**config.mk**
```make
export PLATFORM = sky130hd
export DESIGN_NAME = clkdiv_cfg_ctrl
export DESIGN_NICKNAME = d
export VERILOG_FILES = /design/src/rtl/clkdiv_cfg_ctrl.sv
export SDC_FILE = /design/constraint.sdc
export NUM_CORES = 1
export LEC_CHECK = 0
export CAP_MARGIN = 20
export CORE_UTILIZATION = 57
export DETAILED_ROUTE_END_ITERATION = 7
export PLACE_DENSITY = 0.91
export SLEW_MARGIN = 20
export SYNTH_ARGS = -nofsm -noshare
export SYNTH_HDL_FRONTEND = slang
export SYNTH_SLANG_ARGS = --single-unit
export TNS_END_PERCENT = 30
```
**constraint.sdc**
```tcl
create_clock -name i_ref_clk -period 3.32 [get_ports i_ref_clk]
set_input_delay 0.664 -clock i_ref_clk [delete_from_list [all_inputs] [get_ports i_ref_clk]]
set_output_delay 0.664 -clock i_ref_clk [all_outputs]
set_load 0.03 [all_outputs]
```
**src/rtl/clkdiv_cfg_ctrl.sv**
```systemverilog
// Sequencing controller for the integer clock divider: takes ratio/enable requests
// over valid/ready and applies them by draining, gating and re-locking the divider.
module clkdiv_cfg_ctrl #(
    parameter int ratio_width   = 4,
    parameter int DEFAULT_RATIO = 2,
    parameter int SETTLE_CYCLES = 2,
    parameter int LOCK_EDGES    = 2,
    parameter int DRAIN_TIMEOUT = 32
) (
    input  logic                   i_ref_clk,
    input  logic                   i_rst,
    input  logic                   i_enable,
    input  logic                   i_cfg_valid,
    input  logic [ratio_width-1:0] i_cfg_ratio,
    output logic                   o_cfg_ready,
    output logic                   o_cfg_done,
    output logic                   o_cfg_err,
    input  logic                   i_div_clk,
    output logic [ratio_width-1:0] o_div_ratio,
    output logic                   o_clk_en,
    output logic                   o_div_rst_n,
    output logic                   o_locked,
    output logic                   o_busy
);

    localparam int CNT_MAX = (DRAIN_TIMEOUT > SETTLE_CYCLES) ? DRAIN_TIMEOUT : SETTLE_CYCLES;
    localparam int CW      = $clog2(CNT_MAX) + 1;
    localparam int EW      = $clog2(LOCK_EDGES) + 1;

    typedef enum logic [2:0] {
        S_OFF,
        S_SETTLE,
        S_LOCKING,
        S_RUN,
        S_DRAIN,
        S_GATE
    } state_t;

    state_t                 state, next_state;
    logic                   div_clk_q;
    logic                   pending;
    logic                   target_run;
    logic [ratio_width-1:0] pending_ratio;
    logic [CW-1:0]          cnt;
    logic [EW-1:0]          edges;

    logic xfer, ratio_bad, ratio_same, rise;
    logic settle_done, lock_done, drain_timeout;

    assign o_cfg_ready   = !i_rst && !pending && (state == S_OFF || state == S_RUN);
    assign o_busy        = !(state == S_OFF || state == S_RUN);
    assign xfer          = i_cfg_valid && o_cfg_ready;
    assign ratio_bad     = i_cfg_ratio < ratio_width'(2);
    assign ratio_same    = i_cfg_ratio == o_div_ratio;
    assign rise          = i_div_clk && !div_clk_q;
    assign settle_done   = cnt == CW'(SETTLE_CYCLES - 1);
    assign lock_done     = rise && (edges == EW'(LOCK_EDGES - 1));
    assign drain_timeout = i_div_clk && (cnt == CW'(DRAIN_TIMEOUT - 1));

    // NOTE: next_state gets its default before the case so no path leaves it unassigned (no latch).
    always_comb begin
        next_state = state;
        case (state)
            S_OFF:     if (i_enable) next_state = S_SETTLE;
            S_SETTLE:  if (!i_enable) next_state = S_OFF;
                       else if (settle_done) next_state = S_LOCKING;
            S_LOCKING: if (!i_enable) next_state = S_DRAIN;
                       else if (lock_done) next_state = S_RUN;
            S_RUN:     if (!i_enable || (xfer && !ratio_bad && !ratio_same)) next_state = S_DRAIN;
            S_DRAIN:   if (!i_div_clk || drain_timeout) next_state = S_GATE;
            S_GATE:    next_state = (target_run && i_enable) ? S_SETTLE : S_OFF;
            default:   next_state = S_OFF;
        endcase
    end

    // NOTE: all state and outputs here use non-blocking assignments so every read sees pre-edge values.
    always_ff @(posedge i_ref_clk) begin
        if (i_rst) begin
            state         <= S_OFF;
            div_clk_q     <= 1'b0;
            pending       <= 1'b0;
            target_run    <= 1'b0;
            pending_ratio <= ratio_width'(DEFAULT_RATIO);
            cnt           <= '0;
            edges         <= '0;
            o_div_ratio   <= ratio_width'(DEFAULT_RATIO);
            o_clk_en      <= 1'b0;
            o_div_rst_n   <= 1'b0;
            o_locked      <= 1'b0;
            o_cfg_done    <= 1'b0;
            o_cfg_err     <= 1'b0;
        end else begin
            state     <= next_state;
            div_clk_q <= i_div_clk;
            cnt       <= (next_state != state) ? '0 : cnt + CW'(1);

            if (state != S_LOCKING)  edges <= '0;
            else if (rise)           edges <= edges + EW'(1);

            // Divider controls follow the state being entered, so they come straight from flops.
            o_clk_en    <= next_state inside {S_LOCKING, S_RUN, S_DRAIN};
            o_div_rst_n <= next_state inside {S_SETTLE, S_LOCKING, S_RUN, S_DRAIN};
            o_locked    <= next_state == S_RUN;

            o_cfg_done <= 1'b0;
            o_cfg_err  <= (state == S_DRAIN) && drain_timeout;

            if ((state == S_LOCKING || state == S_RUN) && next_state == S_DRAIN)
                target_run <= i_enable;

            if (xfer) begin
                if (ratio_bad) begin
                    o_cfg_err <= 1'b1;
                end else if (state == S_OFF) begin
                    o_div_ratio <= i_cfg_ratio;
                    o_cfg_done  <= 1'b1;
                end else if (ratio_same) begin
                    o_cfg_done <= 1'b1;
                end else begin
                    pending       <= 1'b1;
                    pending_ratio <= i_cfg_ratio;
                end
            end

            // New ratio lands while the divider is held in reset for the GATE cycle.
            if (next_state == S_GATE && pending)
                o_div_ratio <= pending_ratio;

            if (pending && next_state != state && (next_state == S_RUN || next_state == S_OFF)) begin
                o_cfg_done <= 1'b1;
                pending    <= 1'b0;
            end
        end
    end

endmodule

```
==> flow_metrics.env <==
export IMPL_ys_top_cells_by_area="dfxtp_1 37%, nor2_1 3.6%, xor2_1 3.6%, nor3_1 3.5%, nand2_1 2.9%"
export IMPL_timing_critical_path_max_delay_family="buffers and inverters"
export IMPL_final_setup_worst_slack_ps=349
export IMPL_initial_core_utilization_pct=62.8
export IMPL_via_count=1196
export IMPL_cts_max_path_buffers=2
export IMPL_grt_usage_pct=26.4
export IMPL_dpl_cell_area_sq_um=1630
export IMPL_final_period_minus_worst_setup_slack_ps=2970
export IMPL_final_max_slew_violation_count=0
export IMPL_ctsHoldBuffers=0
export IMPL_synth_area_sq_um=1440
export IMPL_cp_num_buf_inv=1
export IMPL_finalNetCount=185
export IMPL_postSynthAreaPerCell_sq_um=9.37
export IMPL_overflow=0
export IMPL_critical_path_peak_fanout=13
export IMPL_cts_repair_resized=0
export IMPL_crit_path_cell_trace="xnor2_1, nand2b_1, nor3_1, clkdlybuf4s50_1"
export IMPL_antenna_found_initial=0
export IMPL_cts_sinks=27
export IMPL_fin_hold_ws_ps=468
export IMPL_netlist_instances=154
export IMPL_synth_fp_nets=166
export IMPL_placeableCoreArea_sq_um=2300
export IMPL_grt_first_pass_wirelength_mm=5.15
export IMPL_largest_area_contributor_in_the_synthesized_netlist="dfxtp_1"
export IMPL_timing_critical_path_required_ps=2660
export IMPL_drt_via_density=5.98
export IMPL_postSynthRegisterBits=27
export IMPL_wl_per_cell_microns=15.9
export IMPL_die_h_microns=52.3
export IMPL_flow_area_growth_from_synthesis_pct=15.0
export IMPL_post_cts_setup_buffer_count=0
export IMPL_timing_critical_path_arrival_ps=2310
export IMPL_final_setup_tns_ps=0
export IMPL_worstSetupStartpointType="flop"
export IMPL_tritoncts="done"
export IMPL_ys_flop_type="dfxtp_1"
export IMPL_grt_pass1_vias=1123
export IMPL_worst_clock_skew_ps=16.2
export IMPL_place_congestion=0.847
export IMPL_crit_path_start="state[0]"
export IMPL_max_slew_worst_pin_slew_ps=498
export IMPL_fillerInstances=191
export IMPL_power_density_nw_per_um2=364
export IMPL_lkg_pwr_nw=0.603
export IMPL_final_antenna_net_count=0
export IMPL_relSlewSlack_pct=66.7
export IMPL_ir_drop_uv=281
export IMPL_maximum_number_of_pins_on_one_net_before_global_route_repair=23
export IMPL_post_route_period_util_pct=89.5
export IMPL_ys_async_sr_fraction_pct=0
export IMPL_numCtsBuffers=3
export IMPL_clkLatencyLatePin_ps=350
export IMPL_totalPowerFinal_mw=0.604
export IMPL_seq_area_frac_synth_pct=37.5
export IMPL_rsz_0062_raised_after_global_routing="no"
export IMPL_die_area_sq_um=2740
export IMPL_synthesis_yosys_warnings=0
export IMPL_die_x_microns=52.3
export IMPL_clk_pin_slew_worst_paths_ps=150
export IMPL_clk_root_buffer_cell="clkbuf_4"
export IMPL_max_cap_violation_count=0
export IMPL_placement_io_buffers=19
export IMPL_holdCritPathClass="flop to flop"
export IMPL_core_rowCount=17
export IMPL_fraction_of_final_layout_cells_with_drive_strength_greater_than_1_pct=14.5
export IMPL_drt_first_pass_iters=4
export IMPL_worstHoldStart="pending_ratio[0]"
export IMPL_cpMaxStageDelayCell="clkdlybuf4s50_1"
export IMPL_drt_iter0_drc=34
export IMPL_total_non_filler_cell_area_in_the_finished_layout_sq_um=1660
export IMPL_drcViolationCount=0
export IMPL_layoutNonFillerInstCount=200
export IMPL_drt_wl_total_mm=3.18
export IMPL_achievable_frequency_mhz=337
export IMPL_path_class="flop to primary output"
export IMPL_finalHoldViolCount=0
export IMPL_cp_slowest_stage_delay_ps=700
export IMPL_detailedPlace_worstSlack_ps=481
export IMPL_total_number_of_h_tree_levels=1
export IMPL_dp_cells=196
export IMPL_diodes=0
export IMPL_place_detailed_hpwl_mm=2.38
export IMPL_floorplan_io_pins=20
export IMPL_synth_edff_count=0
export IMPL_fin_util_pct=72.2
export IMPL_yosysTopAreaCellShare_pct=37.5
export IMPL_rr_startpoint="state[0]"
export IMPL_type_of_element_capturing_the_critical_path="primary output"
export IMPL_status="finished, final reports clean"
export IMPL_synthDistinctLibCells=50
export IMPL_finalSetupViolations=0
-- cell usage in the layout, fill, tap and decap left out, types with 3 or more instances in the layout --
| cell type | instances |
|---|---|
| o21ai_0 | 3 |
| nand2_1 | 11 |
| inv_1 | 6 |
| clkbuf_4 | 3 |
| xor2_1 | 6 |
| nor2_1 | 14 |
| nor3_1 | 10 |
| dfxtp_1 | 27 |
| xnor2_1 | 4 |
| ha_1 | 3 |
| clkdlybuf4s50_1 | 19 |
| a211oi_1 | 4 |
| mux2i_1 | 4 |
| nand3_1 | 4 |
| a21oi_1 | 5 |
| nand3b_1 | 4 |
| nand2b_1 | 3 |
-- power by group --
part	internal (mW)	switching [mW]	total, mW
combinational	0.0465	0.0590	0.106
sequential	0.333	0.00944	0.342
clock	0.0463	0.110	0.156
-- area by class of cell --
type | instances | area, sq um | area share (%)
multi-input combinational | 115 | 833 | 50.2
sequential | 27 | 541 | 32.6
timing repair buffer | 20 | 198 | 11.9
tap | 28 | 35.0 | 2.11
clock buffer | 3 | 22.5 | 1.36
inverter | 6 | 22.5 | 1.36
clock inverter | 1 | 7.51 | 0.452
-- routing by layer --
metal	global-route usage, %	up-vias	routed length (microns)
met3	2.61	7	116
li1	-	597	-
met1	30.5	560	1380
met4	11.4	0	63
met5	0	-	0
met2	48.5	32	1630
-- worst reg2reg max path, delay by kind of cell, from the launching register on --
family,cells,cell delay (ps)
AO/OA/AOI/OAI,1,330
XOR/XNOR,1,290
flip-flops,1,660
AND/OR/NAND/NOR,3,820
-- synth_stat cells (2+ instances only) --
| cell | count |
|---|---|
| buf_6 | 3 |
| xor2_1 | 6 |
| nor2_1 | 14 |
| ha_1 | 3 |
| o21a_1 | 2 |
| dfxtp_1 | 27 |
| clkbuf_1 | 2 |
| nor2b_1 | 2 |
| nor3_2 | 2 |
| a211oi_1 | 4 |
| nand2b_1 | 3 |
| nand3b_1 | 4 |
| nand4_1 | 2 |
| a311oi_1 | 2 |
| a41oi_1 | 2 |
| mux2i_1 | 4 |
| nand2_1 | 11 |
| nor3_1 | 10 |
| nand3_1 | 4 |
| nand4b_1 | 2 |
| o21ai_0 | 3 |
| a21oi_1 | 5 |
| xnor2_1 | 4 |
| nor4_1 | 2 |
| inv_1 | 6 |
-- flip-flops by register name (all words and copies together), names as in the netlist --
signal	count
cnt	6
div_clk_q	1
edges	2
o_cfg_done	1
o_cfg_err	1
o_clk_en	1
o_div_ratio	4
o_div_rst_n	1
o_locked	1
pending	1
pending_ratio	4
state	3
target_run	1
-- cell families after synthesis --
| kind of cell | synth area share (%) |
|---|---|
| buffers and inverters | 4.77 |
| AOI/OAI and AO/OA | 16.0 |
| and+or+nand+nor | 29.5 |
| DFF | 37.5 |
| xor gates and xnor gates | 6.07 |
| adders and majority gates | 2.60 |
| muxes | 3.56 |
-- final timing paths --
| kind | end | slack (ps) | cells after the start |
|---|---|---|---|
| setup / recovery | o_cfg_ready | 350 | 4 |
| hold / removal | pending_ratio[0] | 470 | 2 |
| setup reg to reg | o_div_rst_n | 1130 | 5 |
| hold reg to reg | pending_ratio[0] | 470 | 2 |
Power figures use the tool's default switching activity.
